[config.mk]
export PLATFORM = sky130hd
export DESIGN_NAME = lc3b_write_buffer_flat
export DESIGN_NICKNAME = d
export VERILOG_FILES = /design/src/rtl/lc3b_write_buffer_pkg.sv /design/src/rtl/lc3b_write_buffer_if.sv /design/src/rtl/lc3b_write_buffer_match.sv /design/src/rtl/lc3b_write_buffer.sv /design/src/flat_wrapper.sv
export SDC_FILE = /design/constraint.sdc
export NUM_CORES = 2
export LEC_CHECK = 0
export ABC_AREA = 0
export ABC_CLOCK_PERIOD_IN_PS = 7900
export CAP_MARGIN = 30
export CORE_UTILIZATION = 35
export DETAILED_ROUTE_END_ITERATION = 8
export PLACE_DENSITY = 0.56
export SLEW_MARGIN = 5
export SYNTH_ARGS = -nofsm -noshare
export SYNTH_HDL_FRONTEND = slang
export SYNTH_SLANG_ARGS = --single-unit
[constraint.sdc]
create_clock -name clk -period 7.9 [get_ports clk]
set_input_delay 0.79 -clock clk [delete_from_list [all_inputs] [get_ports clk]]
set_output_delay 0.79 -clock clk [all_outputs]
set_load 0.02 [all_outputs]
[src/rtl/lc3b_write_buffer_pkg.sv]
// Shared types for the L1 eviction write buffer.
//   lc3b_wbuf_state : drain FSM state (idle between drains / write in flight)
//   line_ofs()      : number of byte-offset bits in a line of the given width
package lc3b_write_buffer_pkg;

  typedef enum logic {
    wbuf_idle,
    wbuf_write
  } lc3b_wbuf_state;

  function automatic int unsigned line_ofs(input int unsigned line_w);
    return $clog2(line_w / 8);
  endfunction

endpackage

[src/rtl/lc3b_write_buffer_if.sv]
// Bus bundle for the eviction write buffer.
//   in_*     : eviction push from L1 (in_ready = not full)
//   lookup_* : L1 miss probe into buffered lines (combinational)
//   mem_*    : pmem-style drain handshake toward the next memory level
//   empty/count : occupancy status
// slave modport is the buffer's view, master is the L1/memory side.
interface lc3b_write_buffer_if #(
  parameter int unsigned LINE_W = 128,
  parameter int unsigned DEPTH  = 4,
  parameter int unsigned ADDR_W = 16
);
  localparam int unsigned CW = $clog2(DEPTH) + 1;

  logic              in_write;
  logic [ADDR_W-1:0] in_addr;
  logic [LINE_W-1:0] in_wdata;
  logic              in_ready;
  logic [ADDR_W-1:0] lookup_addr;
  logic              lookup_hit;
  logic [LINE_W-1:0] lookup_rdata;
  logic              mem_write;
  logic [ADDR_W-1:0] mem_address;
  logic [LINE_W-1:0] mem_wdata;
  logic              mem_resp;
  logic              empty;
  logic [CW-1:0]     count;

  modport slave (
    input  in_write, in_addr, in_wdata, lookup_addr, mem_resp,
    output in_ready, lookup_hit, lookup_rdata, mem_write, mem_address, mem_wdata,
           empty, count
  );

  modport master (
    output in_write, in_addr, in_wdata, lookup_addr, mem_resp,
    input  in_ready, lookup_hit, lookup_rdata, mem_write, mem_address, mem_wdata,
           empty, count
  );

endinterface

[src/rtl/lc3b_write_buffer_match.sv]
// Tag match with newest-first priority over the circular buffer.
//   valid : per-entry qualifier mask
//   tags  : per-entry line tags
//   probe : tag being searched for
//   tail  : next free slot; the slot just before it is the newest entry
//   hit   : some qualified entry matches
//   idx   : newest matching entry
module lc3b_wbuf_match #(
  parameter  int unsigned DEPTH = 4,
  parameter  int unsigned TAG_W = 12,
  localparam int unsigned PW    = $clog2(DEPTH)
) (
  input  logic [DEPTH-1:0] valid,
  input  logic [TAG_W-1:0] tags [DEPTH],
  input  logic [TAG_W-1:0] probe,
  input  logic [PW-1:0]    tail,
  output logic             hit,
  output logic [PW-1:0]    idx
);

  logic [PW-1:0] slot;

  // Walk backwards from tail-1 (newest) to tail (oldest when full); the
  // pointer arithmetic wraps naturally because DEPTH is a power of 2.
  always_comb begin
    hit  = 1'b0;
    idx  = '0;
    slot = '0;
    for (int unsigned k = 1; k <= DEPTH; k++) begin
      slot = tail - PW'(k);
      if (!hit && valid[slot] && tags[slot] == probe) begin
        hit = 1'b1;
        idx = slot;
      end
    end
  end

endmodule

[src/rtl/lc3b_write_buffer.sv]
// Eviction write buffer between L1 D-cache and next memory level.
// Accepts dirty-line pushes in one cycle, coalesces writes to a buffered
// line, drains oldest-first over mem_*, and forwards buffered data to L1
// miss lookups.
//   clk, rst : clock, synchronous active-high reset
//   bus      : lc3b_write_buffer_if slave (push, lookup, drain, status)
module lc3b_write_buffer
  import lc3b_write_buffer_pkg::*;
#(
  parameter int unsigned LINE_W = 128,
  parameter int unsigned DEPTH  = 4,
  parameter int unsigned ADDR_W = 16
) (
  input logic                 clk,
  input logic                 rst,
  lc3b_write_buffer_if.slave  bus
);

  localparam int unsigned OFS   = line_ofs(LINE_W);
  localparam int unsigned TAG_W = ADDR_W - OFS;
  localparam int unsigned PW    = $clog2(DEPTH);
  localparam int unsigned CW    = PW + 1;

  logic [DEPTH-1:0]  valid_q, valid_d;
  logic [TAG_W-1:0]  tag_q  [DEPTH];
  logic [TAG_W-1:0]  tag_d  [DEPTH];
  logic [LINE_W-1:0] data_q [DEPTH];
  logic [LINE_W-1:0] data_d [DEPTH];
  logic [PW-1:0]     head_q, head_d, tail_q, tail_d;
  logic [CW-1:0]     count_q, count_d;
  lc3b_wbuf_state    state_q, state_d;
  logic              mem_write_q, mem_write_d;

  logic [TAG_W-1:0]  in_tag, look_tag;
  logic [DEPTH-1:0]  push_mask;
  logic              push_hit, look_hit;
  logic [PW-1:0]     push_idx, look_idx;
  logic              full, push, pop, append;

  assign in_tag   = bus.in_addr[ADDR_W-1:OFS];
  assign look_tag = bus.lookup_addr[ADDR_W-1:OFS];
  assign full     = (count_q == CW'(DEPTH));
  assign push     = bus.in_write && !full;
  assign pop      = (state_q == wbuf_write) && bus.mem_resp;
  assign append   = push && !push_hit;

  // The head is frozen while its write is in flight, so it is removed from
  // the coalesce candidates; a matching push then appends a newer copy.
  always_comb begin
    push_mask = valid_q;
    if (state_q == wbuf_write) push_mask[head_q] = 1'b0;
  end

  lc3b_wbuf_match #(.DEPTH(DEPTH), .TAG_W(TAG_W)) u_push_match (
    .valid (push_mask), .tags (tag_q), .probe (in_tag), .tail (tail_q),
    .hit   (push_hit),  .idx  (push_idx)
  );

  lc3b_wbuf_match #(.DEPTH(DEPTH), .TAG_W(TAG_W)) u_look_match (
    .valid (valid_q), .tags (tag_q), .probe (look_tag), .tail (tail_q),
    .hit   (look_hit), .idx (look_idx)
  );

  always_comb begin
    valid_d = valid_q;
    tag_d   = tag_q;
    data_d  = data_q;
    head_d  = head_q;
    tail_d  = tail_q;
    state_d = state_q;

    if (pop) begin
      valid_d[head_q] = 1'b0;
      head_d          = head_q + PW'(1);
    end

    if (push) begin
      if (push_hit) begin
        data_d[push_idx] = bus.in_wdata;
      end else begin
        valid_d[tail_q] = 1'b1;
        tag_d[tail_q]   = in_tag;
        data_d[tail_q]  = bus.in_wdata;
        tail_d          = tail_q + PW'(1);
      end
    end

    count_d = count_q + CW'(append) - CW'(pop);

    // Uses the registered count so a push never starts a drain the same
    // cycle; this also gives the mandatory idle cycle between drains.
    case (state_q)
      wbuf_idle:  if (count_q != '0) state_d = wbuf_write;
      wbuf_write: if (pop)           state_d = wbuf_idle;
      default:                       state_d = wbuf_idle;
    endcase

    mem_write_d = (state_d == wbuf_write);
  end

  always_ff @(posedge clk) begin
    if (rst) begin
      valid_q     <= '0;
      head_q      <= '0;
      tail_q      <= '0;
      count_q     <= '0;
      state_q     <= wbuf_idle;
      mem_write_q <= 1'b0;
      for (int unsigned i = 0; i < DEPTH; i++) begin
        tag_q[i]  <= '0;
        data_q[i] <= '0;
      end
    end else begin
      valid_q     <= valid_d;
      head_q      <= head_d;
      tail_q      <= tail_d;
      count_q     <= count_d;
      state_q     <= state_d;
      mem_write_q <= mem_write_d;
      tag_q       <= tag_d;
      data_q      <= data_d;
    end
  end

  assign bus.in_ready     = !full;
  assign bus.empty        = (count_q == '0);
  assign bus.count        = count_q;
  assign bus.mem_write    = mem_write_q;
  assign bus.mem_address  = {tag_q[head_q], {OFS{1'b0}}};
  assign bus.mem_wdata    = data_q[head_q];
  assign bus.lookup_hit   = look_hit;
  assign bus.lookup_rdata = look_hit ? data_q[look_idx] : '0;

endmodule

[src/flat_wrapper.sv]
// flat-port wrapper written by rule: the top's interface ports become plain ports
module lc3b_write_buffer_flat import lc3b_write_buffer_pkg::*;
#(
  parameter int unsigned LINE_W = 128,
  parameter int unsigned DEPTH  = 4,
  parameter int unsigned ADDR_W = 16
)
  (clk, rst, bus_in_write, bus_in_addr, bus_in_wdata, bus_lookup_addr, bus_mem_resp, bus_in_ready, bus_lookup_hit, bus_lookup_rdata, bus_mem_write, bus_mem_address, bus_mem_wdata, bus_empty, bus_count);
  lc3b_write_buffer_if #(.LINE_W(LINE_W), .DEPTH(DEPTH), .ADDR_W(ADDR_W)) bus_i ();
  input logic clk;
  input logic rst;
  input wire logic [$bits(bus_i.in_write)-1:0] bus_in_write;
  input wire logic [$bits(bus_i.in_addr)-1:0] bus_in_addr;
  input wire logic [$bits(bus_i.in_wdata)-1:0] bus_in_wdata;
  input wire logic [$bits(bus_i.lookup_addr)-1:0] bus_lookup_addr;
  input wire logic [$bits(bus_i.mem_resp)-1:0] bus_mem_resp;
  output wire logic [$bits(bus_i.in_ready)-1:0] bus_in_ready;
  output wire logic [$bits(bus_i.lookup_hit)-1:0] bus_lookup_hit;
  output wire logic [$bits(bus_i.lookup_rdata)-1:0] bus_lookup_rdata;
  output wire logic [$bits(bus_i.mem_write)-1:0] bus_mem_write;
  output wire logic [$bits(bus_i.mem_address)-1:0] bus_mem_address;
  output wire logic [$bits(bus_i.mem_wdata)-1:0] bus_mem_wdata;
  output wire logic [$bits(bus_i.empty)-1:0] bus_empty;
  output wire logic [$bits(bus_i.count)-1:0] bus_count;
  assign bus_i.in_write = bus_in_write;
  assign bus_i.in_addr = bus_in_addr;
  assign bus_i.in_wdata = bus_in_wdata;
  assign bus_i.lookup_addr = bus_lookup_addr;
  assign bus_i.mem_resp = bus_mem_resp;
  assign bus_in_ready = bus_i.in_ready;
  assign bus_lookup_hit = bus_i.lookup_hit;
  assign bus_lookup_rdata = bus_i.lookup_rdata;
  assign bus_mem_write = bus_i.mem_write;
  assign bus_mem_address = bus_i.mem_address;
  assign bus_mem_wdata = bus_i.mem_wdata;
  assign bus_empty = bus_i.empty;
  assign bus_count = bus_i.count;
  lc3b_write_buffer #(.LINE_W(LINE_W), .DEPTH(DEPTH), .ADDR_W(ADDR_W)) u_core (.clk(clk), .rst(rst), .bus(bus_i));
endmodule
==> impl_metrics.toml <==
[outcome]
run_status = "complete, no violations"

[timing]
whs_ns = 0.487
rsz0062_at_grt = "no"
timing.final.ws_setup_ns = 0.712
finClkSkew_ns = 0.0270
worst_pin_slew_ns = 1.03
worst_slew_margin_rel = 0.314
final-max-slew-violation-count = 0
fmaxAchievable_mhz = 139
period_minus_slack_ns = 7.19
tns_ns = 0
final_hold_viol_count = 0
finalSetupViolations = 0
timing.final.crit_share = 0.910

[clock_tree]
cts-root-buf = "sky130_fd_sc_hd__clkbuf_16"
cts_resized = 0
hold_buffers_post_cts = 0
ctsHtreeMaxLevel = 3
post_cts_buffers = 0
clock_sinks = 572
cts_made_buffers = 71
clk_path_buf_depth = 3
tritoncts_clock_tree = "done"
clkLatencyLatePin_ns = 0.63
clkTransAtPathRegs_ns = 0.06

[power]
power_switching_share = 0.341
highest_ir_drop_seen_on_vdd_mv = 0.173
total_leakage_power_nw = 16.0
post-layout-total-power_mw = 9.64
power.clock.fraction = 0.331
cell_pwr_density_nw_per_um2 = 240
power_frac_seq = 0.352
netsw_mw = 3.29
power.internal_mw = 6.35
share_comb_of_total_power = 0.317

[route]
drc_viols = 0
drt-wirelength-per-cell_um = 22.7
route.detailed.vias_per_inst = 5.58
detail_route.iter0.violations = 2150
drt_pass1_iterations = 6
ant_nets = 0
num_vias = 28004
routed_wirelength_um = 114000

[setup_path]
cp-start-kind = "register"
crit_chain = "buf_4 > buf_4 > mux2i_1 > xnor2_1 > or4_1 > a22oi_1 > o2111a_1 > nand2b_2 > a31oi_4 > buf_4 > o21ai_0 > o32ai_1 > clkdlybuf4s50_1"
crit_top_cell = "sky130_fd_sc_hd__buf_4"
critical_path.endpoint_type = "output pin"
timing.critical_path.slowest_stage_cell = "sky130_fd_sc_hd__buf_4"
worstRegToRegCells = 13
timing.rr.end = "u_core.data_q[86]"
cp_top_family = "buffers and inverters"
crit-reg2reg-launch = "u_core.tail_q[0]"
timing.critical_path.slowest_cell_delay_ns = 0.71
worst-setup-path-type = "reg -> out"
ff2ff_setup_slack_ns = 2.18
worstPathRequired_ns = 7.11
cp.buffers_inverters = 4
crit_start = "u_core.tail_q[0]"
arrival_ns = 6.40
cp_max_fo = 59

[logic_synthesis]
yosys.cell_count.top_type = "sky130_fd_sc_hd__nor2_1"
ys_ff_latch = 572
netlist_instances = 3486
post_synth_main_area_contributors = "sky130_fd_sc_hd__dfxtp_1, sky130_fd_sc_hd__mux2i_1, sky130_fd_sc_hd__mux4_2"
yosys_warning_count = 0
number_of_enable_flip_flop_cells_after_synthesis = 0
synth-main-ff-cell = "sky130_fd_sc_hd__dfxtp_1"
syn-mean-instance-area_um2 = 9.39
post_synth_num_cell_types = 71
synth_sequential_area_ratio = 0.350
synth_async_sr_flop_share = 0
yosysTopAreaCellShare = 0.350
ys_top_cells_by_count = "sky130_fd_sc_hd__nor2_1, sky130_fd_sc_hd__mux2i_1, sky130_fd_sc_hd__dfxtp_1, sky130_fd_sc_hd__o21ai_0, sky130_fd_sc_hd__clkbuf_1"
post-synth-top-area-cell = "sky130_fd_sc_hd__dfxtp_1"
mappedNetlistArea_um2 = 32700

[grt]
gr-usage-all-layers = 0.233
grt_start_max_net_pins = 172
grt_pass1_vias = 27142
grt_pass1_wl_um = 172000
initial_antenna_violation_count = 12
globalRoute.totalOverflow = 0

[placed_design]
gp_congestion = 0.917
numPortBuffers = 430
place_worst_setup_slack_ns = 1.24
post-dp-hpwl_um = 65700

[cells_and_area]
post_route_cells_drive_above_1_share = 0.0931
fill_cells = 8915
area_delta_synth_final_pct = 22.5
fin_nets = 3897

[die]
dieArea_um2 = 94700
initial_cell_density_of_the_core = 0.355
chipWidth_um = 308
core.rowCount = 111
ioPinCount = 443
core_area_um2 = 92100
chip_height_um = 308

[hold_path]
hold_path_depth = 2
min_to = "u_core.tag_q[43]"
hold_class = "reg -> reg"
worst_hold_startpoint = "u_core.tag_q[43]"

[flow_run]
maxCapViolations = 0
## worst reg2reg max path, cell delays in order, from the launching register on
cell and delay [ns]:
sky130_fd_sc_hd__dfxtp_4 0.36, sky130_fd_sc_hd__buf_4 0.71, sky130_fd_sc_hd__buf_4 0.46, sky130_fd_sc_hd__mux2i_1 0.46, sky130_fd_sc_hd__xnor2_1 0.14, sky130_fd_sc_hd__nor3_1 0.27
sky130_fd_sc_hd__a32oi_1 0.16, sky130_fd_sc_hd__nor4b_2 0.68, sky130_fd_sc_hd__nor3b_1 0.20, sky130_fd_sc_hd__and2_1 0.40, sky130_fd_sc_hd__a32oi_4 0.83, sky130_fd_sc_hd__buf_12 0.51
sky130_fd_sc_hd__mux2i_1 0.36, sky130_fd_sc_hd__nor2_1 0.05
## layout make-up
cell class / count / area, µm² / area share
clock inverter: 16 / 141 / 0.00353
antenna: 4 / 10.0 / 0.000250
multi-input combinational: 2571 / 19600 / 0.490
tap: 1243 / 1560 / 0.0388
inverter: 17 / 66.3 / 0.00165
sequential: 572 / 11500 / 0.286
timing repair buffer: 489 / 5100 / 0.127
clock buffer: 107 / 2110 / 0.0527
## registers in the layout, indices dropped and copies added (netlist names)
signal	count
u_core.valid_q	4
u_core.state_q	1
u_core.bus.count	3
u_core.tail_q	2
u_core.data_q	512
u_core.tag_q	48
u_core.head_q	2
## layout by cell type, fill, tap and decap left out, drive strengths merged, types with 8 or more instances in the layout
cell type	instances
nor2	821
mux2i	752
dfxtp	572
clkdlybuf4s50	427
o21ai	272
mux4	155
nor3	137
o32ai	127
clkbuf	107
xnor2	72
buf	62
nand2	58
a21oi	27
inv	18
xor2	15
nand3	13
clkinv	13
ha	10
mux2	8
and2	8
## cell families (layout without fill, tap and decap cells)
logic type	count (synthesis)	after routing	share of synthesized area
compound gates	486	486	0.0964
xor+xnor	87	87	0.0233
fa+ha+maj	11	11	0.00443
buf+inv	346	629	0.0542
other cells	1	8	0.000115
simple gates	1068	1068	0.132
mux	915	915	0.339
flops	572	572	0.350
## worst max path at each step
| stage | depth (start not counted) | to | slack [ns] |
|---|---|---|---|
| finish | 13 | bus_lookup_rdata[114] | 0.71 |
| global route | 13 | bus_lookup_rdata[125] | 0.41 |
| CTS | 13 | bus_lookup_rdata[116] | 0.68 |
| detailed placement | 15 | bus_lookup_rdata[51] | 1.24 |
| global placement | 15 | bus_lookup_rdata[43] | 1.23 |
| floorplan | 23 | bus_lookup_rdata[116] | 1.96 |
## through the flow
stage / instances / utilization / cell area (µm²)
global placement: 4886 / 0.409 / 37700
detailed placement: 4890 / 0.410 / 37800
CTS: 5013 / 0.435 / 40000
global route: 5018 / 0.435 / 40100
floorplan: 3489 / - / 32700
finish: 5019 / 0.435 / 40100
## power groups by stage
stage / logic, mW / clock network (mW) / registers (mW)
floorplan: 2.14 / 0 / 3.36
global placement: 3.02 / 0 / 3.43
detailed placement: 3.04 / 0 / 3.44
CTS: 3.05 / 3.28 / 3.38
global route: 3.27 / 3.39 / 3.42
finish: 3.05 / 3.19 / 3.39
## layer usage
metal,vias up,share of wire,routed length [µm],global-route usage
li1,13007,-,-,-
met2,1011,0.47,53500,0.381
met5,-,0.00086,98,0
met3,170,0.075,8500,0.0470
met4,16,0.020,2300,0.0693
met1,13800,0.43,49300,0.309
Power figures use the tool's default switching activity.
